[config.mk]
export PLATFORM = sky130hd
export DESIGN_NAME = rv32i_fetch_unit_flat
export DESIGN_NICKNAME = d
export VERILOG_FILES = /design/src/rtl/rv32i_fetch_unit_if.sv /design/src/rtl/rv32i_fetch_unit.sv /design/src/flat_wrapper.sv
export SDC_FILE = /design/constraint.sdc
export NUM_CORES = 1
export LEC_CHECK = 0
export ABC_AREA = 1
export CORE_AREA = 4 4 166 120
export CTS_CLUSTER_SIZE = 20
export DETAILED_ROUTE_END_ITERATION = 7
export DIE_AREA = 0 0 170 124
export PLACE_DENSITY = 0.79
export SETUP_SLACK_MARGIN = 0.3
export SLEW_MARGIN = 10
export SYNTH_ARGS = -nofsm -noshare
export SYNTH_HDL_FRONTEND = slang
export SYNTH_SLANG_ARGS = --single-unit
[constraint.sdc]
create_clock -name i_clk -period 8.7 [get_ports i_clk]
set_input_delay 1.74 -clock i_clk [delete_from_list [all_inputs] [get_ports i_clk]]
set_output_delay 1.74 -clock i_clk [all_outputs]
set_load 0.01 [all_outputs]
[src/rtl/rv32i_fetch_unit_if.sv]
// rtl/rv32i_fetch_unit_if.sv - fetch unit bus bundle: imem request/response, redirect, decode handshake
// Signals:
//   o_imem_req/o_imem_addr      fetch request and word address (fetch unit drives)
//   i_imem_gnt                  request accepted this cycle
//   i_imem_rvalid/i_imem_rdata  in-order read response
//   i_redirect/i_redirect_pc    branch/jump target from execute
//   i_stall                     decode holds the current instruction
//   o_valid/o_inst/o_pc         instruction and its address to decode
//   o_misaligned                sticky misaligned-target flag
// Modports: master = fetch unit side, slave = memory/pipeline side.
interface rv32i_fetch_unit_if;
  logic        o_imem_req;
  logic [31:0] o_imem_addr;
  logic        i_imem_gnt;
  logic        i_imem_rvalid;
  logic [31:0] i_imem_rdata;
  logic        i_redirect;
  logic [31:0] i_redirect_pc;
  logic        i_stall;
  logic        o_valid;
  logic [31:0] o_inst;
  logic [31:0] o_pc;
  logic        o_misaligned;

  modport master (
    output o_imem_req, o_imem_addr, o_valid, o_inst, o_pc, o_misaligned,
    input  i_imem_gnt, i_imem_rvalid, i_imem_rdata, i_redirect, i_redirect_pc, i_stall
  );

  modport slave (
    input  o_imem_req, o_imem_addr, o_valid, o_inst, o_pc, o_misaligned,
    output i_imem_gnt, i_imem_rvalid, i_imem_rdata, i_redirect, i_redirect_pc, i_stall
  );
endinterface

[src/rtl/rv32i_fetch_unit.sv]
// rtl/rv32i_fetch_unit.sv - RV32I instruction fetch unit with in-order imem interface and instruction buffer
// Ports:
//   i_clk  rising-edge clock
//   i_rst  synchronous active-high reset
//   bus    rv32i_fetch_unit_if.master (imem request/response, redirect, stall, decode outputs)
// Parameters:
//   RESET_PC   first fetch address after reset
//   BUF_DEPTH  instruction buffer entries (power of 2, >= 2)
// Optional feature macro: FETCH_MISALIGN_CHECK_EN
//   defined   - a redirect to a non-word-aligned target halts fetch and sets sticky o_misaligned
//   undefined - redirect target low bits are forced to zero, o_misaligned is tied low
module rv32i_fetch_unit #(
  parameter logic [31:0] RESET_PC  = 32'h0000_0000,
  parameter int          BUF_DEPTH = 2
) (
  input logic                i_clk,
  input logic                i_rst,
  rv32i_fetch_unit_if.master bus
);

  localparam int PW  = $clog2(BUF_DEPTH);
  localparam int CW  = PW + 1;
  localparam int CW1 = CW + 1;
  localparam logic [CW-1:0] DEPTH_C  = CW'(BUF_DEPTH);
  localparam logic [CW:0]   DEPTH_C1 = CW1'(BUF_DEPTH);

  typedef enum logic [1:0] {
    FETCH = 2'd0,
    DRAIN = 2'd1,
    HALT  = 2'd2
  } state_t;

  state_t state, state_nxt;

  logic [31:0]   pc_mem   [BUF_DEPTH];
  logic [31:0]   inst_mem [BUF_DEPTH];
  logic [PW-1:0] rd_ptr, wr_ptr;
  logic [CW-1:0] count, outstanding, discard_cnt;
  logic [CW-1:0] out_nxt, discard_nxt;
  logic [31:0]   fetch_pc, resp_pc;
  logic          misaligned;

  logic          req, grant, rsp, push, pop, valid;
  logic          redirect_act, redirect_bad;
  logic [31:0]   redirect_pc;

`ifdef FETCH_MISALIGN_CHECK_EN
  assign redirect_pc  = bus.i_redirect_pc;
  assign redirect_bad = (bus.i_redirect_pc[1:0] != 2'b00);
`else
  assign redirect_pc  = {bus.i_redirect_pc[31:2], 2'b00};
  assign redirect_bad = 1'b0;
`endif

  assign valid = !i_rst && (count != '0);

  always_comb begin
    state_nxt    = state;
    discard_nxt  = discard_cnt;
    req          = 1'b0;
    push         = 1'b0;
    pop          = 1'b0;
    redirect_act = 1'b0;

    // Occupancy is judged at cycle start; a pop this cycle does not open a slot,
    // so a granted response always has a free entry when it returns.
    if (!i_rst && state == FETCH)
      req = ({1'b0, count} + {1'b0, outstanding}) < DEPTH_C1;

    grant = req && bus.i_imem_gnt;
    rsp   = bus.i_imem_rvalid && (outstanding != '0);
    // Outstanding after this cycle's grant and response; also the stale count on redirect.
    out_nxt = outstanding + CW'(grant) - CW'(rsp);

    redirect_act = bus.i_redirect && (state != HALT);

    case (state)
      FETCH, DRAIN: begin
        if (redirect_act) begin
          discard_nxt = out_nxt;
          if (redirect_bad)
            state_nxt = HALT;
          else if (out_nxt != '0)
            state_nxt = DRAIN;
          else
            state_nxt = FETCH;
        end else if (state == DRAIN) begin
          if (rsp && discard_cnt != '0) begin
            discard_nxt = discard_cnt - CW'(1);
            if (discard_cnt == CW'(1))
              state_nxt = FETCH;
          end
        end else begin
          push = bus.i_imem_rvalid;
          pop  = valid && !bus.i_stall;
        end
      end
      HALT: begin
        state_nxt = HALT;
      end
      default: begin
        state_nxt = FETCH;
      end
    endcase
  end

  always_ff @(posedge i_clk) begin
    if (i_rst)
      state <= FETCH;
    else
      state <= state_nxt;
  end

  always_ff @(posedge i_clk) begin
    if (i_rst) begin
      fetch_pc    <= RESET_PC;
      resp_pc     <= RESET_PC;
      rd_ptr      <= '0;
      wr_ptr      <= '0;
      count       <= '0;
      outstanding <= '0;
      discard_cnt <= '0;
      misaligned  <= 1'b0;
    end else begin
      outstanding <= out_nxt;
      discard_cnt <= discard_nxt;
      if (redirect_act) begin
        fetch_pc <= redirect_pc;
        resp_pc  <= redirect_pc;
        rd_ptr   <= '0;
        wr_ptr   <= '0;
        count    <= '0;
        if (redirect_bad)
          misaligned <= 1'b1;
      end else begin
        if (grant)
          fetch_pc <= fetch_pc + 32'd4;
        if (push) begin
          pc_mem[wr_ptr]   <= resp_pc;
          inst_mem[wr_ptr] <= bus.i_imem_rdata;
          wr_ptr           <= wr_ptr + PW'(1);
          resp_pc          <= resp_pc + 32'd4;
        end
        if (pop)
          rd_ptr <= rd_ptr + PW'(1);
        count <= count + CW'(push) - CW'(pop);
      end
    end
  end

  assign bus.o_imem_req   = req;
  assign bus.o_imem_addr  = fetch_pc;
  assign bus.o_valid      = valid;
  assign bus.o_inst       = valid ? inst_mem[rd_ptr] : 32'd0;
  assign bus.o_pc         = valid ? pc_mem[rd_ptr] : 32'd0;
  assign bus.o_misaligned = misaligned && !i_rst;

  always @(posedge i_clk) begin
    if (!i_rst) begin
      assert (!(bus.i_imem_rvalid && outstanding == '0))
        else $error("imem rvalid with no outstanding request");
      assert (!(push && !pop && count == DEPTH_C))
        else $error("instruction buffer overflow");
    end
  end

endmodule

[src/flat_wrapper.sv]
// flat-port wrapper written by rule: the top's interface ports become plain ports
module rv32i_fetch_unit_flat 
#(
  parameter logic [31:0] RESET_PC  = 32'h0000_0000,
  parameter int          BUF_DEPTH = 2
)
  (i_clk, i_rst, bus_o_imem_req, bus_o_imem_addr, bus_o_valid, bus_o_inst, bus_o_pc, bus_o_misaligned, bus_i_imem_gnt, bus_i_imem_rvalid, bus_i_imem_rdata, bus_i_redirect, bus_i_redirect_pc, bus_i_stall);
  rv32i_fetch_unit_if bus_i ();
  input logic i_clk;
  input logic i_rst;
  output wire logic [$bits(bus_i.o_imem_req)-1:0] bus_o_imem_req;
  output wire logic [$bits(bus_i.o_imem_addr)-1:0] bus_o_imem_addr;
  output wire logic [$bits(bus_i.o_valid)-1:0] bus_o_valid;
  output wire logic [$bits(bus_i.o_inst)-1:0] bus_o_inst;
  output wire logic [$bits(bus_i.o_pc)-1:0] bus_o_pc;
  output wire logic [$bits(bus_i.o_misaligned)-1:0] bus_o_misaligned;
  input wire logic [$bits(bus_i.i_imem_gnt)-1:0] bus_i_imem_gnt;
  input wire logic [$bits(bus_i.i_imem_rvalid)-1:0] bus_i_imem_rvalid;
  input wire logic [$bits(bus_i.i_imem_rdata)-1:0] bus_i_imem_rdata;
  input wire logic [$bits(bus_i.i_redirect)-1:0] bus_i_redirect;
  input wire logic [$bits(bus_i.i_redirect_pc)-1:0] bus_i_redirect_pc;
  input wire logic [$bits(bus_i.i_stall)-1:0] bus_i_stall;
  assign bus_o_imem_req = bus_i.o_imem_req;
  assign bus_o_imem_addr = bus_i.o_imem_addr;
  assign bus_o_valid = bus_i.o_valid;
  assign bus_o_inst = bus_i.o_inst;
  assign bus_o_pc = bus_i.o_pc;
  assign bus_o_misaligned = bus_i.o_misaligned;
  assign bus_i.i_imem_gnt = bus_i_imem_gnt;
  assign bus_i.i_imem_rvalid = bus_i_imem_rvalid;
  assign bus_i.i_imem_rdata = bus_i_imem_rdata;
  assign bus_i.i_redirect = bus_i_redirect;
  assign bus_i.i_redirect_pc = bus_i_redirect_pc;
  assign bus_i.i_stall = bus_i_stall;
  rv32i_fetch_unit #(.RESET_PC(RESET_PC), .BUF_DEPTH(BUF_DEPTH)) u_core (.i_clk(i_clk), .i_rst(i_rst), .bus(bus_i));
endmodule
==> impl_results.md <==
- Outcome: finished, final reports clean
- Max_cap viols: 0
- Crit path capture type: output port
- Async S/R FF share, synth: 0%
- Synth Area in Adders: roughly 1.2%
- Slew @ Worst Pin: 1.133 ns
- CP required: between 6 and 7 ns
- Routability cong.: between 0.9 and 1
- CTS tree: done
- Final Cycle Share: around 77%
- Worst slew margin: between 20% and 30%
- Clk slew on worst S/H paths: 0.08 ns
- H-tree levels: 4
- Seq pwr share: between 50 and 60%
- Crit path time final: 6.668 ns
- Final setup viols: 0
- Setup repair bufs after CTS: 0
- Via-to-Cell Ratio: between 5 and 6
- CP Class: primary input to output port
- Top-area cell type share of the netlist area: 38.07%
- Total wire length: 22.88 mm
- CTS Root Cell: clkbuf_16
- Final hold vios: 0
- DPL Wire Length: 15.76 mm
- Setup TNS: 0 ns
- Die Height: ~120 um
- Clock network fraction of design power: between 30% and 40%
- ANT cells: 0
- Initial antenna violation count: 0
- Simple-gate share of the synthesized area: between 20% and 30%
- Synth Area per Inst: roughly 9 um2
- GRT Residual Overflow: 0
- Total power: about 2100 uW
- Primary FF master, synth: edfxtp_1
- Max Fclk: between 100 and 150 MHz
- Fin. max-slew vios: 0
- Mux share of post-synthesis cell area: under 10%
- Top area cells in the synthesized netlist: edfxtp_1, dfxtp_1, nand2_1
- DIE AREA: 21080 um2
- CTS resizes: 0
- First-pass GRT wire length: 36.85 mm
- GR Util All Layers: a little over a fifth
- Xor/xnor share of the synthesized area: less than 1%
- Cell Pwr Density: between 150 and 200 nW/um2
- Total number of yosys warnings: 0
- Leak pwr: ~0.0049 uW
- # IOs: around 170
- Nets: roughly 1300
- Area of the core: 18450 um2
- #FFs+latches synth: between 150 and 200
- CTS Sinks: a little under 200
- Residual DRC count: 0
- Row Count: between 40 and 50
- Worst VDD drop: between 0.1 and 0.15 mV
- Drt first-iter violations: roughly 670
- Psw: a little under 600 uW
- CP Launch Type: primary input
- Post-CTS Hold Buffers: 0
- CTS Buffer Depth: 2
- Seq/Total Area, Yosys: around 53%
- Worst Clk Skew: 0.01202 ns
- CTS Buf Count: 17
- Final core occ: about 66%
- DR vias: 7927
- Syn Inst Count: 1115
- Drt pass-1 iters: 5
- # fillers: roughly 1500
- RSZ-0062 raised after global routing: no
- DR WL/cell: around 15 um
- Routed Antenna Nets: 0
- Sw Share: between 20% and 30%
- Largest net degree at the start of global routing: 65
- EDFF count, synth: ~120
- Logic pwr share: 12.2%
- Synthesis-to-layout area growth: 23.74%
- Min-Delay Path Class: register to register
- Internal cell power: ~1500 uW
- Clk Latency, worst-skew pair: 0.43 ns
- Cell Area, Synth: approximately 9800 um2
- Initial Utilization: a little over half
- Chip Width: ~170 um
- Share of cells above drive strength 1: 10.93%
- Compound-cell area share of the yosys netlist: under 10%
- Critical path data arrival time: roughly 4.9 ns
- Number of port buffers: roughly 160
- Crit-path max FO: between 60 and 70
- Largest family of logic cells by synthesized area: simple AND/OR/NAND/NOR gates
- Synth unique cells: 36
- Yosys top cell by area: edfxtp_1
- Number of global-route vias before repair: a little over 7000
==> synth_stat cells, types with 5 or more instances <==
cell / number
a21oi_1: 67
inv_1: 157
nor2_4: 9
mux2_2: 62
nor2_1: 67
o211ai_1: 10
inv_2: 6
dfxtp_1: 71
buf_2: 21
o21ai_0: 58
ha_1: 8
nand2_2: 5
a31oi_1: 7
clkbuf_1: 11
nand2_1: 273
edfxtp_1: 124
nand3_1: 99
nor2_2: 12
o21ai_1: 7
buf_4: 11
==> layer usage <==
metal / GRT usage, % / share of wire, % / up-vias
li1: - / - / 3948
met1: 30.95 / 46 / 3722
met2: 35.56 / 47 / 241
met3: 3.997 / 6.3 / 16
met4: 4.788 / 0.76 / 0
met5: 0 / 0 / -
==> cell type report <==
class | instances | area, um2 | area share (%)
multi-input combinational | 716 | 3799 | 31.38
clock inverter | 15 | 170.2 | 1.406
clock buffer | 17 | 425.4 | 3.515
sequential | 195 | 5146 | 42.52
inverter | 163 | 611.8 | 5.055
timing repair buffer | 166 | 1649 | 13.62
tap | 242 | 302.8 | 2.502
==> flip-flops by register name, indices dropped and copies added, names as in the netlist, named ones only <==
signal and cells:
u_core.wr_ptr 1, u_core.rd_ptr 1, u_core.discard_cnt 2, u_core.inst_mem 64, u_core.count 2, u_core.resp_pc 30, u_core.outstanding 2, u_core.state 2
u_core.bus.o_imem_addr 30, u_core.pc_mem 60
==> stage by stage <==
stage	hold slack, ns	worst slack, ns	cells	instance area (um2)
final	0.4893	2.032	1514	12100
after global routing	0.5163	1.712	1514	12100
after CTS	0.4875	2.009	1514	12100
after detailed placement	0.4761	2.012	1482	11510
after global placement	0.4707	2.032	1482	11510
after floorplan	0.4552	1.894	1119	9797
==> critical path, stage by stage <==
cell	delay (ns)
clkdlybuf4s50_1	0.69
inv_2	0.12
buf_4	0.45
o21ai_0	0.22
inv_2	0.86
nand2_1	0.15
inv_1	0.10
clkdlybuf4s50_1	0.56
==> placed cells by master (no fill, tap or decap), types with 2 or more instances in the layout <==
master	instances
nand2_1	273
clkdlybuf4s50_1	161
inv_1	157
edfxtp_1	124
nand3_1	99
dfxtp_1	70
nor2_1	67
a21oi_1	67
mux2_2	62
o21ai_0	58
clkbuf_16	17
nor2_2	12
o211ai_1	10
nor2_4	9
ha_1	8
o21ai_1	7
a31oi_1	7
inv_2	6
nand2_2	5
conb_1	5
inv_8	5
inv_6	5
buf_4	5
and2_1	4
clkinv_8	3
nor3_1	2
nor3_2	2
nand2_4	2
o21bai_1	2
o21a_1	2
xnor2_1	2
xor2_1	2
or2_2	2
nand4_1	2
==> final timing paths <==
check | start | cells after the start | slack (ns) | end
worst min-delay path | u_core.discard_cnt[0] | 2 | 0.49 | u_core.discard_cnt[0]
worst min register to register | u_core.discard_cnt[0] | 2 | 0.49 | u_core.discard_cnt[0]
worst max-delay path | i_rst | 8 | 2.03 | bus_o_pc[6]
worst max register to register | u_core.count[0] | 12 | 5.97 | u_core.discard_cnt[1]
==> cell families (layout without fill, tap and decap cells) <==
logic type | after synthesis | count (layout)
and+or+nand+nor | 481 | 481
adders and majority gates | 9 | 9
DFF | 195 | 195
other | 1 | 5
xor gates and xnor gates | 4 | 4
AOI/OAI and AO/OA | 154 | 154
buffers and inverters | 208 | 361
muxes | 63 | 63
==> power by group through the flow <==
stage	logic [uW]	registers [uW]	clock network, uW
final	258	1080	785
after global routing	292	1090	838
after CTS	259	1080	797
after detailed placement	258	1100	0
after global placement	251	1100	0
after floorplan	149	1090	0
Note: power is estimated with default switching activity, not from simulation.
